<file path="config.mk">
export PLATFORM = sky130hd
export DESIGN_NAME = adder_tree_acc_flat
export DESIGN_NICKNAME = d
export VERILOG_FILES = /design/src/rtl/adder_tree_acc_if.sv /design/src/rtl/adder_tree_acc.sv /design/src/flat_wrapper.sv
export SDC_FILE = /design/constraint.sdc
export NUM_CORES = 1
export LEC_CHECK = 0
export ABC_AREA = 1
export CAP_MARGIN = 20
export CORE_MARGIN = 2
export CORE_UTILIZATION = 40
export DETAILED_ROUTE_END_ITERATION = 10
export DONT_BUFFER_PORTS = 1
export GPL_ROUTABILITY_DRIVEN = 1
export PLACE_DENSITY_LB_ADDON = 0.12
export SETUP_SLACK_MARGIN = 0.02
export SYNTH_ARGS = -nofsm -noshare
export SYNTH_HDL_FRONTEND = slang
export SYNTH_SLANG_ARGS = --single-unit
</file>
<file path="constraint.sdc">
create_clock -name clk -period 2.7 [get_ports clk]
set_input_delay 0.135 -clock clk [delete_from_list [all_inputs] [get_ports clk]]
set_output_delay 0.135 -clock clk [all_outputs]
set_load 0.05 [all_outputs]
</file>
<file path="src/rtl/adder_tree_acc_if.sv">
// Beat-side and result-side handshake bundle for adder_tree_acc.
// The master modport is the data source/sink; the slave modport is the adder.
interface adder_tree_acc_if #(
    parameter int unsigned BITS  = 8,
    parameter int unsigned NUM   = 16,
    parameter int unsigned OBITS = 16
);
    logic                  valid;
    logic                  ready;
    logic                  last;
    logic [NUM*BITS-1:0]   data_in;
    logic [OBITS-1:0]      o;
    logic                  valid_out;
    logic                  ready_out;
    logic                  overflow;

    modport master (
        output valid, last, data_in, ready_out,
        input  ready, o, valid_out, overflow
    );

    modport slave (
        input  valid, last, data_in, ready_out,
        output ready, o, valid_out, overflow
    );
endinterface

</file>
<file path="src/rtl/adder_tree_acc.sv">
// Pipelined unsigned adder tree over NUM lanes with an optional frame accumulator.
// One global enable stalls every stage when the result register is full and not accepted.
module adder_tree_acc #(
    parameter int unsigned BITS  = 8,
    parameter int unsigned NUM   = 16,
    parameter int unsigned OBITS = 16,
    parameter int unsigned ACC   = 1,
    parameter int unsigned SAT   = 1
) (
    input  logic               clk,
    input  logic               rst,
    adder_tree_acc_if.slave    bus
);
    localparam int unsigned L      = $clog2(NUM);
    localparam int unsigned TW     = BITS + L;
    localparam bit          ACC_EN = (ACC != 0);
    localparam bit          SAT_EN = (SAT != 0);

    // Operand count entering level k (level 0 is the raw lanes).
    function automatic int unsigned lvl_cnt(input int unsigned k);
        int unsigned n;
        n = NUM;
        for (int unsigned i = 0; i < k; i++) n = (n + 1) / 2;
        return n;
    endfunction

    logic en;
    assign en        = ~bus.valid_out | bus.ready_out;
    assign bus.ready = en;

    for (genvar k = 1; k <= L; k++) begin : g_lvl
        localparam int unsigned NIN  = lvl_cnt(k - 1);
        localparam int unsigned NOUT = lvl_cnt(k);
        localparam int unsigned IW   = BITS + k - 1;

        logic [NIN-1:0][IW-1:0]    opnd;
        logic [2*NOUT-1:0][IW-1:0] opnd_pad;
        logic                      src_valid;
        logic                      src_last;
        logic [NOUT-1:0][IW:0]     sum_d;
        logic [NOUT-1:0][IW:0]     sum_q;
        logic                      valid_d;
        logic                      valid_q;
        logic                      last_d;
        logic                      last_q;

        if (k == 1) begin : g_src
            assign opnd      = bus.data_in;
            assign src_valid = bus.valid;
            assign src_last  = bus.last | ~ACC_EN;
        end else begin : g_src
            assign opnd      = g_lvl[k-1].sum_q;
            assign src_valid = g_lvl[k-1].valid_q;
            assign src_last  = g_lvl[k-1].last_q;
        end

        // A zero partner turns the odd leftover operand into a pass-through.
        assign opnd_pad = (2*NOUT*IW)'(opnd);

        always_comb begin
            sum_d   = '0;
            valid_d = src_valid;
            last_d  = src_last;
            for (int unsigned j = 0; j < NOUT; j++) begin
                sum_d[j] = (IW+1)'(opnd_pad[2*j]) + (IW+1)'(opnd_pad[2*j+1]);
            end
        end

        always_ff @(posedge clk) begin
            if (rst) begin
                valid_q <= 1'b0;
                last_q  <= 1'b0;
            end else if (en) begin
                valid_q <= valid_d;
                last_q  <= last_d;
            end
        end

        always_ff @(posedge clk) begin
            if (en) sum_q <= sum_d;
        end
    end

    logic [TW-1:0] tree_data;
    logic          tree_valid;
    logic          tree_last;

    assign tree_data  = g_lvl[L].sum_q[0];
    assign tree_valid = g_lvl[L].valid_q;
    assign tree_last  = g_lvl[L].last_q;

    logic [OBITS-1:0] acc_d, acc_q;
    logic             ovf_d, ovf_q;
    logic             first_d, first_q;
    logic [OBITS-1:0] o_d, o_q;
    logic             overflow_d, overflow_q;
    logic             valid_out_d, valid_out_q;
    logic [OBITS:0]   acc_sum;
    logic             ovf_beat;
    logic             ovf_all;
    logic [OBITS-1:0] acc_next;

    // Frame accumulation and result register; saturation sticks once overflow is seen.
    always_comb begin
        acc_d       = acc_q;
        ovf_d       = ovf_q;
        first_d     = first_q;
        o_d         = o_q;
        overflow_d  = overflow_q;
        valid_out_d = valid_out_q & ~bus.ready_out;
        acc_sum     = (first_q ? '0 : {1'b0, acc_q}) + (OBITS+1)'(tree_data);
        ovf_beat    = acc_sum[OBITS];
        ovf_all     = (ovf_q & ~first_q) | ovf_beat;
        acc_next    = (SAT_EN && ovf_all) ? '1 : acc_sum[OBITS-1:0];
        if (tree_valid && en) begin
            if (tree_last) begin
                o_d         = acc_next;
                overflow_d  = ovf_all;
                valid_out_d = 1'b1;
                first_d     = 1'b1;
                acc_d       = '0;
                ovf_d       = 1'b0;
            end else begin
                acc_d   = acc_next;
                ovf_d   = ovf_all;
                first_d = 1'b0;
            end
        end
    end

    always_ff @(posedge clk) begin
        if (rst) begin
            acc_q       <= '0;
            ovf_q       <= 1'b0;
            first_q     <= 1'b1;
            o_q         <= '0;
            overflow_q  <= 1'b0;
            valid_out_q <= 1'b0;
        end else begin
            acc_q       <= acc_d;
            ovf_q       <= ovf_d;
            first_q     <= first_d;
            o_q         <= o_d;
            overflow_q  <= overflow_d;
            valid_out_q <= valid_out_d;
        end
    end

    assign bus.o         = o_q;
    assign bus.overflow  = overflow_q;
    assign bus.valid_out = valid_out_q;
endmodule

</file>
<file path="src/flat_wrapper.sv">
// flat-port wrapper written by rule: the top's interface ports become plain ports
module adder_tree_acc_flat 
#(
    parameter int unsigned BITS  = 8,
    parameter int unsigned NUM   = 16,
    parameter int unsigned OBITS = 16,
    parameter int unsigned ACC   = 1,
    parameter int unsigned SAT   = 1
)
  (clk, rst, bus_valid, bus_last, bus_data_in, bus_ready_out, bus_ready, bus_o, bus_valid_out, bus_overflow);
  adder_tree_acc_if #(.BITS(BITS), .NUM(NUM), .OBITS(OBITS)) bus_i ();
  input  logic clk;
  input  logic rst;
  input wire logic [$bits(bus_i.valid)-1:0] bus_valid;
  input wire logic [$bits(bus_i.last)-1:0] bus_last;
  input wire logic [$bits(bus_i.data_in)-1:0] bus_data_in;
  input wire logic [$bits(bus_i.ready_out)-1:0] bus_ready_out;
  output wire logic [$bits(bus_i.ready)-1:0] bus_ready;
  output wire logic [$bits(bus_i.o)-1:0] bus_o;
  output wire logic [$bits(bus_i.valid_out)-1:0] bus_valid_out;
  output wire logic [$bits(bus_i.overflow)-1:0] bus_overflow;
  assign bus_i.valid = bus_valid;
  assign bus_i.last = bus_last;
  assign bus_i.data_in = bus_data_in;
  assign bus_i.ready_out = bus_ready_out;
  assign bus_ready = bus_i.ready;
  assign bus_o = bus_i.o;
  assign bus_valid_out = bus_i.valid_out;
  assign bus_overflow = bus_i.overflow;
  adder_tree_acc #(.BITS(BITS), .NUM(NUM), .OBITS(OBITS), .ACC(ACC), .SAT(SAT)) u_core (.clk(clk), .rst(rst), .bus(bus_i));
endmodule
</file>
# Word level (Yosys, flattened, before mapping)
# Index checks and enable logic that the tools add are counted.
# Widths: inputs -> output; s select.
totals:
  register_bits: 190
classes:
  n_reduce_logical: 2
  bitwise_logic: 7
  muxes: 7
  n_addsub: 16
ops:
  columns: ["op", "n"]
  rows:
  - ["$add 8x8->9", 8]
  - ["$mux 16", 3]
  - ["$add 9x9->10", 4]
  - ["$add 10x10->11", 2]
  - ["$add 17x12->17", 1]
  - ["$add 11x11->12", 1]
  - ["$mux 1", 4]
  - ["$not 1->1", 3]
  - ["$and 1x1->1", 2]
  - ["$or 1x1->1", 2]
  - ["$reduce_and 2->1", 1]
  - ["$logic_and 1x1->1", 1]

# Logic depth before layout (Yosys ltp)
depth:
  ltp_word: 5
  mapped_depth: 15
  ltp_nobuf: 14

# Least setup slack after synthesis
# No wires, ideal clock.
synth_timing:
  kind: "register -> register"
  startpoint: "register u_core.valid_out_q (netlist: u_core.bus.valid_out)"
  endpoint: "register u_core.acc_q[1]"
  path_stages_with_launch: 9
  synth_period_minus_slack_ns: 2.714
  slack_ns: -0.014
  path_buffers: 1
  setup_time_ns: 0.071
  t_arrival_ns: 2.643
  t_required_ns: 2.629
  cell_sequence: "dfxtp_1 -> inv_1 -> nor2_4 -> inv_4 -> nand2_4 -> nor2_1 -> buf_2 -> nand2_1 -> a21oi_1"
synth_via:
  elab_chain_cells: 3
synth_lines:
  columns: ["element", "line_no", "source"]
  rows:
  - ["start: declaration", "adder_tree_acc.sv:97", "logic valid_out_d, valid_out_q;"]
  - ["start signal: assignment", "adder_tree_acc.sv:145", "valid_out_q <= valid_out_d;"]
  - ["$not 1->1", "adder_tree_acc.sv:28", "assign en = ~bus.valid_out | bus.ready_out;"]
  - ["$or 1x1->1", "adder_tree_acc.sv:28", null]
  - ["via bus_ready", "flat_wrapper.sv:18", "output wire logic [$bits(bus_i.ready)-1:0] bus_ready;"]
  - ["$logic_and 1x1->1", "adder_tree_acc.sv:115", "if (tree_valid && en) begin"]
  - ["end signal: assignment", "adder_tree_acc.sv:133", "acc_q <= '0;"]
  - ["end signal: assignment", "adder_tree_acc.sv:140", "acc_q <= acc_d;"]
  - ["end: declaration", "adder_tree_acc.sv:92", "logic [OBITS-1:0] acc_d, acc_q;"]
# The timed path passes the listed nets, and every way through them passes these cells.
# A chain may end at the register's enable or synchronous reset.

# Final worst setup path
layout_timing:
  startpoint: "register u_core.first_q"
  endpoint: "register u_core.o_q[4] (netlist: u_core.bus.o[4])"
layout_via:
  elab_chain_cells: 4
  elab_cells_between_ends: 6
  classes_between: "add/sub (1); mux (2); bitwise (3)"
layout_lines:
  columns: ["element", "line_no", "source"]
  rows:
  - ["start: declaration", "adder_tree_acc.sv:94", "logic first_d, first_q;"]
  - ["start signal: assignment", "adder_tree_acc.sv:142", "first_q <= first_d;"]
  - ["$mux 16 or $not 1->1 (tied branches)", "adder_tree_acc.sv:111, adder_tree_acc.sv:113", null]
  - ["$add 17x12->17 or $and 1x1->1 (tied branches)", "adder_tree_acc.sv:111, adder_tree_acc.sv:113", null]
  - ["$or 1x1->1", "adder_tree_acc.sv:113", "ovf_all = (ovf_q & ~first_q) | ovf_beat;"]
  - ["$mux 16 *", "adder_tree_acc.sv:114", "acc_next = (SAT_EN && ovf_all) ? '1 : acc_sum[OBITS-1:0];"]
  - ["end signal: assignment", "adder_tree_acc.sv:136", "o_q <= '0;"]
  - ["end signal: assignment", "adder_tree_acc.sv:143", "o_q <= o_d;"]
  - ["end: declaration", "adder_tree_acc.sv:95", "logic [OBITS-1:0] o_d, o_q;"]
# Every way passes the cells marked *; elsewhere a longest branch is shown, timed or not.

==> metrics.md <==
| Metric | Value |
|---|---|
| H-tree levels | 4 |
| Post-synthesis sequential area ratio | 44.25% |
| Highest-count cells in the layout ignoring fill and taps | nand2_1, inv_1, edfxtp_1 |
| Most common cell after layout, fill and taps aside | nand2_1 |
| Max Fanout on Critical Path | 7 |
| Largest family of logic cells by synthesized area | adder cells |
| CP endpoint kind | flip-flop |
| Layout cells sized above 1 | 3.935% |
| WP data arrival | 2.68 ns |
| PwrDens | 897.7 nW/µm² |
| Reg-to-reg endpoint | u_core.bus.o[4] |
| Via density | 4.842 |
| Largest net degree at the start of global routing | 156 |
| Post-synthesis compound-gate area fraction | 11.15% |
| Fraction of registers with async set/reset | 0% |
| Fin cells | 1686 |
| Delay-heaviest family, CP | simple AND/OR/NAND/NOR gates |
| Hold Startpoint | bus_data_in[119] |
| WP data required | 3.03 ns |
| Clock share of power | 20.3% |
| Cell accounting for the most synthesized area | edfxtp_1 |
| Routed wire length | 22.25 mm |
| Gate power share | 39.7% |
| Relative slew slack | 41.07% |
| Total Routing Usage GR | 14.93% |
| Slowest cell on crit path | fa_1 |
| Starting Density | 40.36% |
| Die width | 176.5 µm |
| Synthesis-stage register bit count | 190 |
| Gr ovfl total | 0 |
| Root Buffer | clkbuf_16 |
| Hold Vio Cnt, Final | 0 |
| Number of global-route vias before repair | 8116 |
| Cell mode on critical path | nand2_1 |
| Worst Tran Pin Value | 0.8840 ns |
| Main flop type after synthesis | edfxtp_1 |
| WL per Instance | 13.20 µm |
| Post-Synth Adder-Cell Area | 17.73% |
| RSZ-0062 raised after global routing | false |
| Yosys warns | 0 |
| Setup TNS | 0 ns |
| Hold depth | 3 |
| Diode count | 0 |
| Mux cell area share after synthesis | 0% |
| Hold path endpoint | u_core.g_lvl[1].sum_q[71] |
| WHS | 0.01469 ns |
| Synthesis-to-finish area growth | 10.48% |
| Status | completed |
| Worst-Skew Late Latency | 0.44 ns |
| Number of max-cap violations | 0 |
| Number of nets with antenna violations after routing | 0 |
| # DRC | 0 |
| Clock tree from TritonCTS | built |
| Initial antenna violation count | 0 |
| R2r worst-path depth | 13 |
| Placed cells | 1633 |
| Syn avg cell area | 9.534 µm² |
| Initial DRT Pass Iterations | 5 |
| Top-area cell type share of the netlist area | 36.85% |
| Post-CTS Setup Inserts | 0 |
| Achievable frequency | 0.4242 GHz |
| Number of port buffers | 0 |
| Hpwl dp | 16.80 mm |
| Netlist cell types | 38 |
| Clock slew seen by the registers of the worst setup and hold paths | 0.07 ns |
| Worst hold path class | in -> reg |
| Largest cells by area after synthesis | edfxtp_1, ha_1, dfxtp_1 |
| Cell Area, Synth | 11900 µm² |
| Slew Limit Fails | 0 |
| First-pass GRT wire length | 37.55 mm |
| CTS sink cnt | 190 |
| GPL Wtd Cong | 0.8214 |
| DR vias | 8163 |
| Critical-path cell list | nor2_1 > ha_1 > fa_1 > nand2_1 > nand2_1 > nand3_1 > nand2_1 > nand2_1 > nand2_1 > nor2_2 > buf_4 > nand2_2 > a22o_1 |
| Worst Path Class, Setup | reg -> reg |
| Leak pwr | 6.055 nW |
| CP Launch Type | flip-flop |
| Floorplan row count | 63 |
| P_sw | 4.231 mW |
| Buf/Inv on CP | 1 |
| CORE AREA | 29480 µm² |
| FF-to-FF Start | u_core.first_q |
| Post-Synth Simple-Gate Area | 12.48% |
| Maximum VDD drop | 0.0005583 V |
| CTS Buffer Depth | 2 |
| Fin crit share | 87.31% |
| Sw Ratio | 35.85% |
| Io pins | 152 |
| Detailed router's first-iteration violation count | 388 |
| P_int | 7.571 mW |
| R2r setup slk | 0.34 ns |
| DIE AREA | 31140 µm² |
| Clock skew | 0.01387 ns |
| Syn Nets | 1540 |
| Final setup violation count | 0 |
| Filler Cell Count | 2939 |
| Post-synthesis xor/xnor area fraction | 7.950% |
| Post-synth EDFFs | 146 |
| Nets | 1575 |
| Die height | 176.5 µm |
| Reg power frac | 40.0% |
| Clock period minus worst slack | 2.357 ns |
| PostCTS Resize Cnt | 0 |
| Gate Count Post-Synth | 1248 |
| Crit path largest cell delay | 0.41 ns |
| Cts bufs inserted | 17 |
==> cell families (layout without fill, tap and decap cells) <==
logic type	Yosys count	count (layout)
and+or+nand+nor	355	355
DFF	190	190
xor gates and xnor gates	108	108
AOI/OAI and AO/OA	238	238
adders and majority gates	159	159
buffers and inverters	198	246
==> repair_timing <==
action                                  4_1_cts  5_1_grt
endpoints found under the setup margin        0        0
endpoints found under the hold margin        43        0
hold buffers                                 21        0
==> registers in the layout (all words and copies together), names as in the netlist <==
| name | flops |
|---|---|
| u_core.acc_q | 16 |
| u_core.bus.o | 16 |
| u_core.bus.overflow | 1 |
| u_core.bus.valid_out | 1 |
| u_core.first_q | 1 |
| u_core.g_lvl.last_q | 4 |
| u_core.g_lvl.sum_q | 146 |
| u_core.g_lvl.valid_q | 4 |
| u_core.ovf_q | 1 |
==> synth_stat cells (all sizes together) (2+ instances only) <==
cell	instances
clkbuf	5
a21o	7
xnor2	28
xor2	80
nand2	215
buf	5
dfxtp	44
o31ai	2
nand4	15
nor3	4
or2	3
nand3	37
and2	2
o211ai	12
a21oi	135
inv	188
fa	16
o21bai	19
o21ai	53
a22o	5
o2111ai	2
edfxtp	146
ha	143
nor2	78
==> worst min-delay path, delay by kind of cell <==
kind | cells | cell delay, ns
buf+inv | 1 | 0.04
simple gates | 1 | 0.05
fa+ha+maj | 1 | 0.12
==> power by group through the flow <==
stage,clock network [mW],registers (mW),logic (mW)
6_report,2.40,4.72,4.68
5_1_grt,2.59,4.81,5.44
4_1_cts,2.48,4.75,4.75
3_5_place_dp,0,4.80,4.66
3_3_place_gp,0,4.81,4.66
2_1_floorplan,0,4.61,3.77
==> worst max path at each step <==
| stage | cells past startpoint | startpoint | end | slack, ns |
|---|---|---|---|---|
| after CTS | 13 | u_core.first_q | u_core.bus.o[4] | 0.31 |
| after detailed placement | 13 | u_core.first_q | u_core.bus.o[4] | 0.33 |
| after global placement | 13 | u_core.first_q | u_core.bus.o[6] | 0.38 |
| after floorplan | 8 | u_core.bus.valid_out | u_core.acc_q[1] | 0.29 |
| after global routing | 14 | u_core.first_q | u_core.acc_q[15] | 0.05 |
| final | 13 | u_core.first_q | u_core.bus.o[4] | 0.34 |
==> per-layer routing <==
| layer | vias up | global-route usage (%) | share of wire, % |
|---|---|---|---|
| met4 | 0 | 4.063 | 1.1 |
| met3 | 14 | 2.562 | 3.2 |
| met2 | 135 | 25.00 | 47 |
| li1 | 4300 | - | - |
| met1 | 3714 | 19.96 | 49 |
| met5 | - | 0 | 0 |
==> layout make-up <==
class,instances,area [µm²],area share [%]
inverters,188,710.7,5.406
well taps,390,488.0,3.712
repair buffers,26,260.3,1.980
flip-flops and latches,190,5265,40.05
clock buffers,17,425.4,3.236
clock inverters,15,130.1,0.9898
multi-input cells,860,5867,44.63
==> stage by stage <==
stage	area, µm²	setup slack, ns	power [mW]	util [%]
2_1_floorplan	11900	0.2910	8.383	-
3_3_place_gp	12380	0.3752	9.465	42.00
3_5_place_dp	12380	0.3268	9.458	42.00
4_1_cts	13150	0.3112	11.97	44.59
5_1_grt	13150	0.04533	12.84	44.59
6_report	13150	0.3427	11.80	44.59
Note: power is estimated with default switching activity, not from simulation.
